==> config.mk <==
export PLATFORM = sky130hd
export DESIGN_NAME = mem_arbiter_flat
export DESIGN_NICKNAME = d
export VERILOG_FILES = /design/src/rtl/mem_arbiter_if.sv /design/src/rtl/mem_arbiter.sv /design/src/flat_wrapper.sv
export SDC_FILE = /design/constraint.sdc
export NUM_CORES = 1
export LEC_CHECK = 0
export ABC_AREA = 1
export ABC_CLOCK_PERIOD_IN_PS = 1700
export CAP_MARGIN = 25
export CORE_AREA = 2 2 171 173
export DETAILED_ROUTE_END_ITERATION = 16
export DIE_AREA = 0 0 173 175
export SETUP_SLACK_MARGIN = 0.1
export SLEW_MARGIN = 20
export SYNTH_ARGS = -nofsm -noshare
export SYNTH_HDL_FRONTEND = slang
export SYNTH_SLANG_ARGS = --single-unit
==> constraint.sdc <==
create_clock -name clk -period 1.7 [get_ports clk]
set_input_delay 0.51 -clock clk [delete_from_list [all_inputs] [get_ports clk]]
set_output_delay 0.51 -clock clk [all_outputs]
set_load 0.1 [all_outputs]
==> src/rtl/mem_arbiter_if.sv <==
// Bundle of the fetch, load/store and memory-port signals around mem_arbiter.
// master is the arbiter's view (it masters the memory port); slave is everything around it.
interface mem_arbiter_if #(
  parameter int addr_width = 48
);
  logic                  i_req;
  logic [addr_width-1:0] i_addr;
  logic [31:0]           i_data;
  logic                  i_ready;

  logic                  d_req;
  logic                  d_we;
  logic [addr_width-1:0] d_addr;
  logic [63:0]           d_wdata;
  logic [63:0]           d_rdata;
  logic                  d_ready;

  logic                  m_req;
  logic                  m_we;
  logic [addr_width-1:0] m_addr;
  logic [63:0]           m_wdata;
  logic [63:0]           m_rdata;
  logic                  m_ready;

  modport master (
    input  i_req, i_addr, d_req, d_we, d_addr, d_wdata, m_rdata, m_ready,
    output i_data, i_ready, d_rdata, d_ready, m_req, m_we, m_addr, m_wdata
  );

  modport slave (
    output i_req, i_addr, d_req, d_we, d_addr, d_wdata, m_rdata, m_ready,
    input  i_data, i_ready, d_rdata, d_ready, m_req, m_we, m_addr, m_wdata
  );
endinterface

==> src/rtl/mem_arbiter.sv <==
// Single-port memory arbiter: fetch (I) and load/store (D) share one 64-bit port,
// one transaction in flight, D has priority with a streak limit so fetch is not starved.
//
// state  | meaning
// IDLE   | arbitrate between i_req and d_req
// BUSY_I | fetch on the memory port, waiting for m_ready
// BUSY_D | load/store on the memory port, waiting for m_ready
// DONE   | owner's ready pulse is high; return to IDLE
module mem_arbiter #(
  parameter int addr_width   = 48,
  parameter int max_d_streak = 4
) (
  input logic           clk,
  input logic           n_reset,
  mem_arbiter_if.master bus
);
  localparam int            sw         = $clog2(max_d_streak + 1);
  localparam logic [sw-1:0] streak_max = sw'(max_d_streak);

  typedef enum logic [1:0] {IDLE, BUSY_I, BUSY_D, DONE} state_t;

  state_t                state;
  logic [sw-1:0]         streak;
  logic                  m_req;
  logic                  m_we;
  logic [addr_width-1:0] m_addr;
  logic [63:0]           m_wdata;
  logic [31:0]           i_data;
  logic [63:0]           d_rdata;
  logic                  i_ready;
  logic                  d_ready;
  logic                  grant_d;
  logic                  grant_i;

  // D wins unless fetch is waiting and D has already used up its streak
  always_comb begin
    grant_d = bus.d_req && !(bus.i_req && (streak == streak_max));
    grant_i = bus.i_req && !grant_d;
  end

  always_ff @(posedge clk) begin
    if (!n_reset) begin
      state   <= IDLE;
      streak  <= '0;
      m_req   <= 1'b0;
      m_we    <= 1'b0;
      m_addr  <= '0;
      m_wdata <= '0;
      i_data  <= '0;
      d_rdata <= '0;
      i_ready <= 1'b0;
      d_ready <= 1'b0;
    end else begin
      i_ready <= 1'b0;
      d_ready <= 1'b0;
      case (state)
        IDLE: begin
          if (grant_d) begin
            m_addr  <= bus.d_addr;
            m_we    <= bus.d_we;
            m_wdata <= bus.d_wdata;
            m_req   <= 1'b1;
            state   <= BUSY_D;
            if (!bus.i_req)
              streak <= '0;
            else if (streak != streak_max)
              streak <= streak + 1'b1;
          end else if (grant_i) begin
            m_addr <= bus.i_addr;
            m_we   <= 1'b0;
            m_req  <= 1'b1;
            streak <= '0;
            state  <= BUSY_I;
          end
        end
        BUSY_I: begin
          if (bus.m_ready) begin
            m_req   <= 1'b0;
            // m_addr[2] is the registered i_addr[2], immune to the requester letting go
            i_data  <= m_addr[2] ? bus.m_rdata[63:32] : bus.m_rdata[31:0];
            i_ready <= 1'b1;
            state   <= DONE;
          end
        end
        BUSY_D: begin
          if (bus.m_ready) begin
            m_req <= 1'b0;
            if (!m_we)
              d_rdata <= bus.m_rdata;
            d_ready <= 1'b1;
            state   <= DONE;
          end
        end
        DONE:    state <= IDLE;
        default: state <= IDLE;
      endcase
    end
  end

  assign bus.m_req   = m_req;
  assign bus.m_we    = m_we;
  assign bus.m_addr  = m_addr;
  assign bus.m_wdata = m_wdata;
  assign bus.i_data  = i_data;
  assign bus.d_rdata = d_rdata;
  assign bus.i_ready = i_ready;
  assign bus.d_ready = d_ready;
endmodule

==> src/flat_wrapper.sv <==
// flat-port wrapper written by rule: the top's interface ports become plain ports
module mem_arbiter_flat 
#(
  parameter int addr_width   = 48,
  parameter int max_d_streak = 4
)
  (clk, n_reset, bus_i_req, bus_i_addr, bus_d_req, bus_d_we, bus_d_addr, bus_d_wdata, bus_m_rdata, bus_m_ready, bus_i_data, bus_i_ready, bus_d_rdata, bus_d_ready, bus_m_req, bus_m_we, bus_m_addr, bus_m_wdata);
  mem_arbiter_if #(.addr_width(addr_width)) bus_i ();
  input logic clk;
  input logic n_reset;
  input wire logic [$bits(bus_i.i_req)-1:0] bus_i_req;
  input wire logic [$bits(bus_i.i_addr)-1:0] bus_i_addr;
  input wire logic [$bits(bus_i.d_req)-1:0] bus_d_req;
  input wire logic [$bits(bus_i.d_we)-1:0] bus_d_we;
  input wire logic [$bits(bus_i.d_addr)-1:0] bus_d_addr;
  input wire logic [$bits(bus_i.d_wdata)-1:0] bus_d_wdata;
  input wire logic [$bits(bus_i.m_rdata)-1:0] bus_m_rdata;
  input wire logic [$bits(bus_i.m_ready)-1:0] bus_m_ready;
  output wire logic [$bits(bus_i.i_data)-1:0] bus_i_data;
  output wire logic [$bits(bus_i.i_ready)-1:0] bus_i_ready;
  output wire logic [$bits(bus_i.d_rdata)-1:0] bus_d_rdata;
  output wire logic [$bits(bus_i.d_ready)-1:0] bus_d_ready;
  output wire logic [$bits(bus_i.m_req)-1:0] bus_m_req;
  output wire logic [$bits(bus_i.m_we)-1:0] bus_m_we;
  output wire logic [$bits(bus_i.m_addr)-1:0] bus_m_addr;
  output wire logic [$bits(bus_i.m_wdata)-1:0] bus_m_wdata;
  assign bus_i.i_req = bus_i_req;
  assign bus_i.i_addr = bus_i_addr;
  assign bus_i.d_req = bus_d_req;
  assign bus_i.d_we = bus_d_we;
  assign bus_i.d_addr = bus_d_addr;
  assign bus_i.d_wdata = bus_d_wdata;
  assign bus_i.m_rdata = bus_m_rdata;
  assign bus_i.m_ready = bus_m_ready;
  assign bus_i_data = bus_i.i_data;
  assign bus_i_ready = bus_i.i_ready;
  assign bus_d_rdata = bus_i.d_rdata;
  assign bus_d_ready = bus_i.d_ready;
  assign bus_m_req = bus_i.m_req;
  assign bus_m_we = bus_i.m_we;
  assign bus_m_addr = bus_i.m_addr;
  assign bus_m_wdata = bus_i.m_wdata;
  mem_arbiter #(.addr_width(addr_width), .max_d_streak(max_d_streak)) u_core (.clk(clk), .n_reset(n_reset), .bus(bus_i));
endmodule
==> results.sh <==
export IMPL_outcome="completed"
export IMPL_skew_ps=14.2
export IMPL_met2_usage=0.386
export IMPL_vias_per_cell=4.65
export IMPL_clkLatencyLatePin_ps=530
export IMPL_power_density_nw_per_um2=2010
export IMPL_maxCapViolCount=0
export IMPL_slew_headroom=0.757
export IMPL_wl_per_cell_um=16.9
export IMPL_netlist_instances=1256
export IMPL_routed_wl_um=35300
export IMPL_finalSetupViolCount=0
export IMPL_tns_ps=0
export IMPL_nFillCells=2478
export IMPL_dpl_cell_count=2039
export IMPL_start_util=0.311
export IMPL_antenna_left=0
export IMPL_seq_area_sq_um=4630
export IMPL_place_gp_congestion=0.930
export IMPL_ir_drop_mv=1.16
export IMPL_h_tree_depth=1
export IMPL_final_cells=2092
export IMPL_grt_usage=0.224
export IMPL_cp_data_required_time_ps=1190
export IMPL_grt_util_met1=0.251
export IMPL_hold_buffers=0
export IMPL_die_area_sq_um=30300
export IMPL_clkTransAtPathRegs_ps=60
export IMPL_cpPeakStageDelay_ps=380
export IMPL_grt_pass1_vias=9884
export IMPL_period_share=0.935
export IMPL_yosysWarnings=0
export IMPL_period_minus_slack_ps=1590
export IMPL_yosysSeqAreaShare=0.492
export IMPL_tightest_slew_ps=365
export IMPL_synthTopCellsByArea="dfxtp_1, nor2_1, nand2_1, nand3_1, o21ai_0"
export IMPL_maxSlewViolCount=0
export IMPL_drcViolationCount=0
export IMPL_ys_types=19
export IMPL_rows=62
export IMPL_tritoncts="yes"
export IMPL_crit_type="register to primary output"
export IMPL_vias=9720
export IMPL_ys_ff_latch=217
export IMPL_syn_avg_cell_area_sq_um=7.02
export IMPL_grt_busiest_layer="met2"
export IMPL_critPathMaxFanout=2
export IMPL_met3_usage=0.0912
export IMPL_cts_buffer_depth=3
export IMPL_hold_path_class="input port to register"
export IMPL_die_h_um=175
export IMPL_cp_top_family="flip-flops"
export IMPL_multi_input_area_sq_um=3780
export IMPL_worst_slack_ps=110
export IMPL_cp_cell_sequence="buf_12"
export IMPL_syn_nets=1493
export IMPL_die_w_um=173
export IMPL_cts_made_buffers=26
export IMPL_dp_hpwl_um=25300
export IMPL_drive_gt1_frac=0.314
export IMPL_grt_overflow_total=0
export IMPL_yosysTopAreaCellShare=0.492
export IMPL_antenna_found_initial=5
export IMPL_clkSinkCount=217
export IMPL_root_buffer="clkbuf_16"
export IMPL_area_growth_syn_to_layout_pct=96.3
export IMPL_num_io_pins=442
export IMPL_startpoint_type="register"
export IMPL_grt_max_degree=88
export IMPL_endpoint_kind="primary output"
export IMPL_rsz0062_at_grt="true"
export IMPL_hold_violations=0
export IMPL_post_place_ws_ps=-296
export IMPL_portBuffers=441
export IMPL_crit_arrival_ps=1080
export IMPL_synth_area_leader_cell="dfxtp_1"
export IMPL_drtIter0Drc=621
export IMPL_fmax_mhz=629
export IMPL_slowest_stage="dfxtp_4"
export IMPL_netlist_area_sq_um=8820
export IMPL_critPathBufInv=1
export IMPL_grt_pass1_wl_um=54600
export IMPL_leakagePower_nw=7.80
export IMPL_fin_nets=1925
export IMPL_core_sq_um=28400
export IMPL_firstDrtPassIters=5
-- final timing paths --
path | start | endpoint | slack, ps | depth (start not counted)
min reg2reg | u_core.state[0]$_SDFFE_PN0P_ | u_core.state[0]$_SDFFE_PN0P_ | 500 | 2
max | u_core.bus.m_addr[2]$_SDFFE_PN0P_ | bus_m_addr[2] | 110 | 1
max reg2reg | u_core.state[1]$_SDFFE_PN0P_ | u_core.bus.m_addr[15]$_SDFFE_PN0P_ | 200 | 10
min | n_reset | u_core.bus.d_rdata[30]$_SDFFE_PN0P_ | 340 | 3
-- kinds of logic (layout without fill, tap and decap cells) --
group	Yosys count	count (layout)	share of synthesized area
buffers and inverters	187	634	0.0827
AOI/OAI and AO/OA	172	172	0.107
and+or+nand+nor	673	673	0.308
other	0	5	0
DFF	217	217	0.492
adders and majority gates	7	7	0.00993
-- synthesized netlist by cell type --
master / instances
o211ai_1: 32
nor2_4: 2
buf_4: 2
nand2_2: 2
nand2_1: 175
ha_1: 7
a21oi_1: 6
dfxtp_1: 217
inv_2: 6
buf_2: 16
o21ai_1: 11
buf_1: 15
o21ai_0: 123
inv_1: 94
clkbuf_1: 54
nor2_1: 361
nand3_1: 131
nand4_1: 1
nand3_2: 1
-- worst min-delay path: stages --
cell and delay, ps:
buf_4 170, o21ai_0 90, nor2_1 40
-- layer usage --
metal	up-vias	routed length (um)
met2	392	17000
met3	62	3700
met4	0	1070
met5	-	0
li1	4835	-
met1	4431	13500
-- power breakdown --
part	internal (mW)	switching (mW)	leakage, nW
Clock	3.40	2.19	0.430
Combinational	7.33	13.7	5.50
Sequential	6.84	1.46	1.87
-- area by class of cell --
type,count,share of cell area
Sequential cell,217,0.268
Tap cell,384,0.0277
Timing Repair Buffer,491,0.415
Antenna cell,5,0.000723
Multi-Input combinational cell,852,0.218
Inverter,100,0.0217
Clock buffer,38,0.0466
Clock inverter,5,0.00289
-- cells in the final DEF (no fill, tap or decap), types with 3 or more instances in the layout --
cell type	Yosys	layout
nand3_1	131	131
dfxtp_1	217	3
buf_4	2	27
ha_1	7	5
a21oi_1	6	6
nand2_1	175	175
buf_12	0	230
nor2_1	361	359
o21ai_1	11	12
nor2_4	2	3
o21ai_0	123	122
dfxtp_4	0	8
clkdlybuf4s50_1	0	227
diode_2	0	5
buf_6	0	4
clkbuf_8	0	9
clkinv_2	0	4
clkbuf_16	0	29
inv_2	6	7
inv_1	94	93
dfxtp_2	0	206
o211ai_1	32	32
-- repair_timing --
| item | CTS | global route |
|---|---|---|
| gates cloned | 0 | 2 |
| endpoints found under the setup margin | 212 | 113 |
| gates resized for setup | 216 | 18 |
| setup buffers | 2 | 1 |
| pin swaps | 0 | 1 |
-- metrics by stage --
step | hold slack (ps) | instance area [sq um] | total power [mW] | util
6_report | 337 | 17300 | 34.9 | 0.610
5_1_grt | 330 | 17300 | 36.2 | 0.610
4_1_cts | 315 | 17200 | 34.8 | 0.605
3_5_place_dp | 505 | 16000 | 28.7 | 0.564
3_3_place_gp | 487 | 16000 | 28.5 | 0.564
2_1_floorplan | 469 | 8820 | 20.2 | -
-- registers in the layout (all words and copies together) (netlist names) --
signal	count
u_core.bus.i_ready	1
u_core.state	2
u_core.bus.d_ready	1
u_core.streak	3
u_core.bus.m_req	1
u_core.bus.m_wdata	64
u_core.bus.m_addr	48
u_core.bus.m_we	1
u_core.bus.i_data	32
u_core.bus.d_rdata	64
No activity file was read; power rests on OpenSTA's default activity.
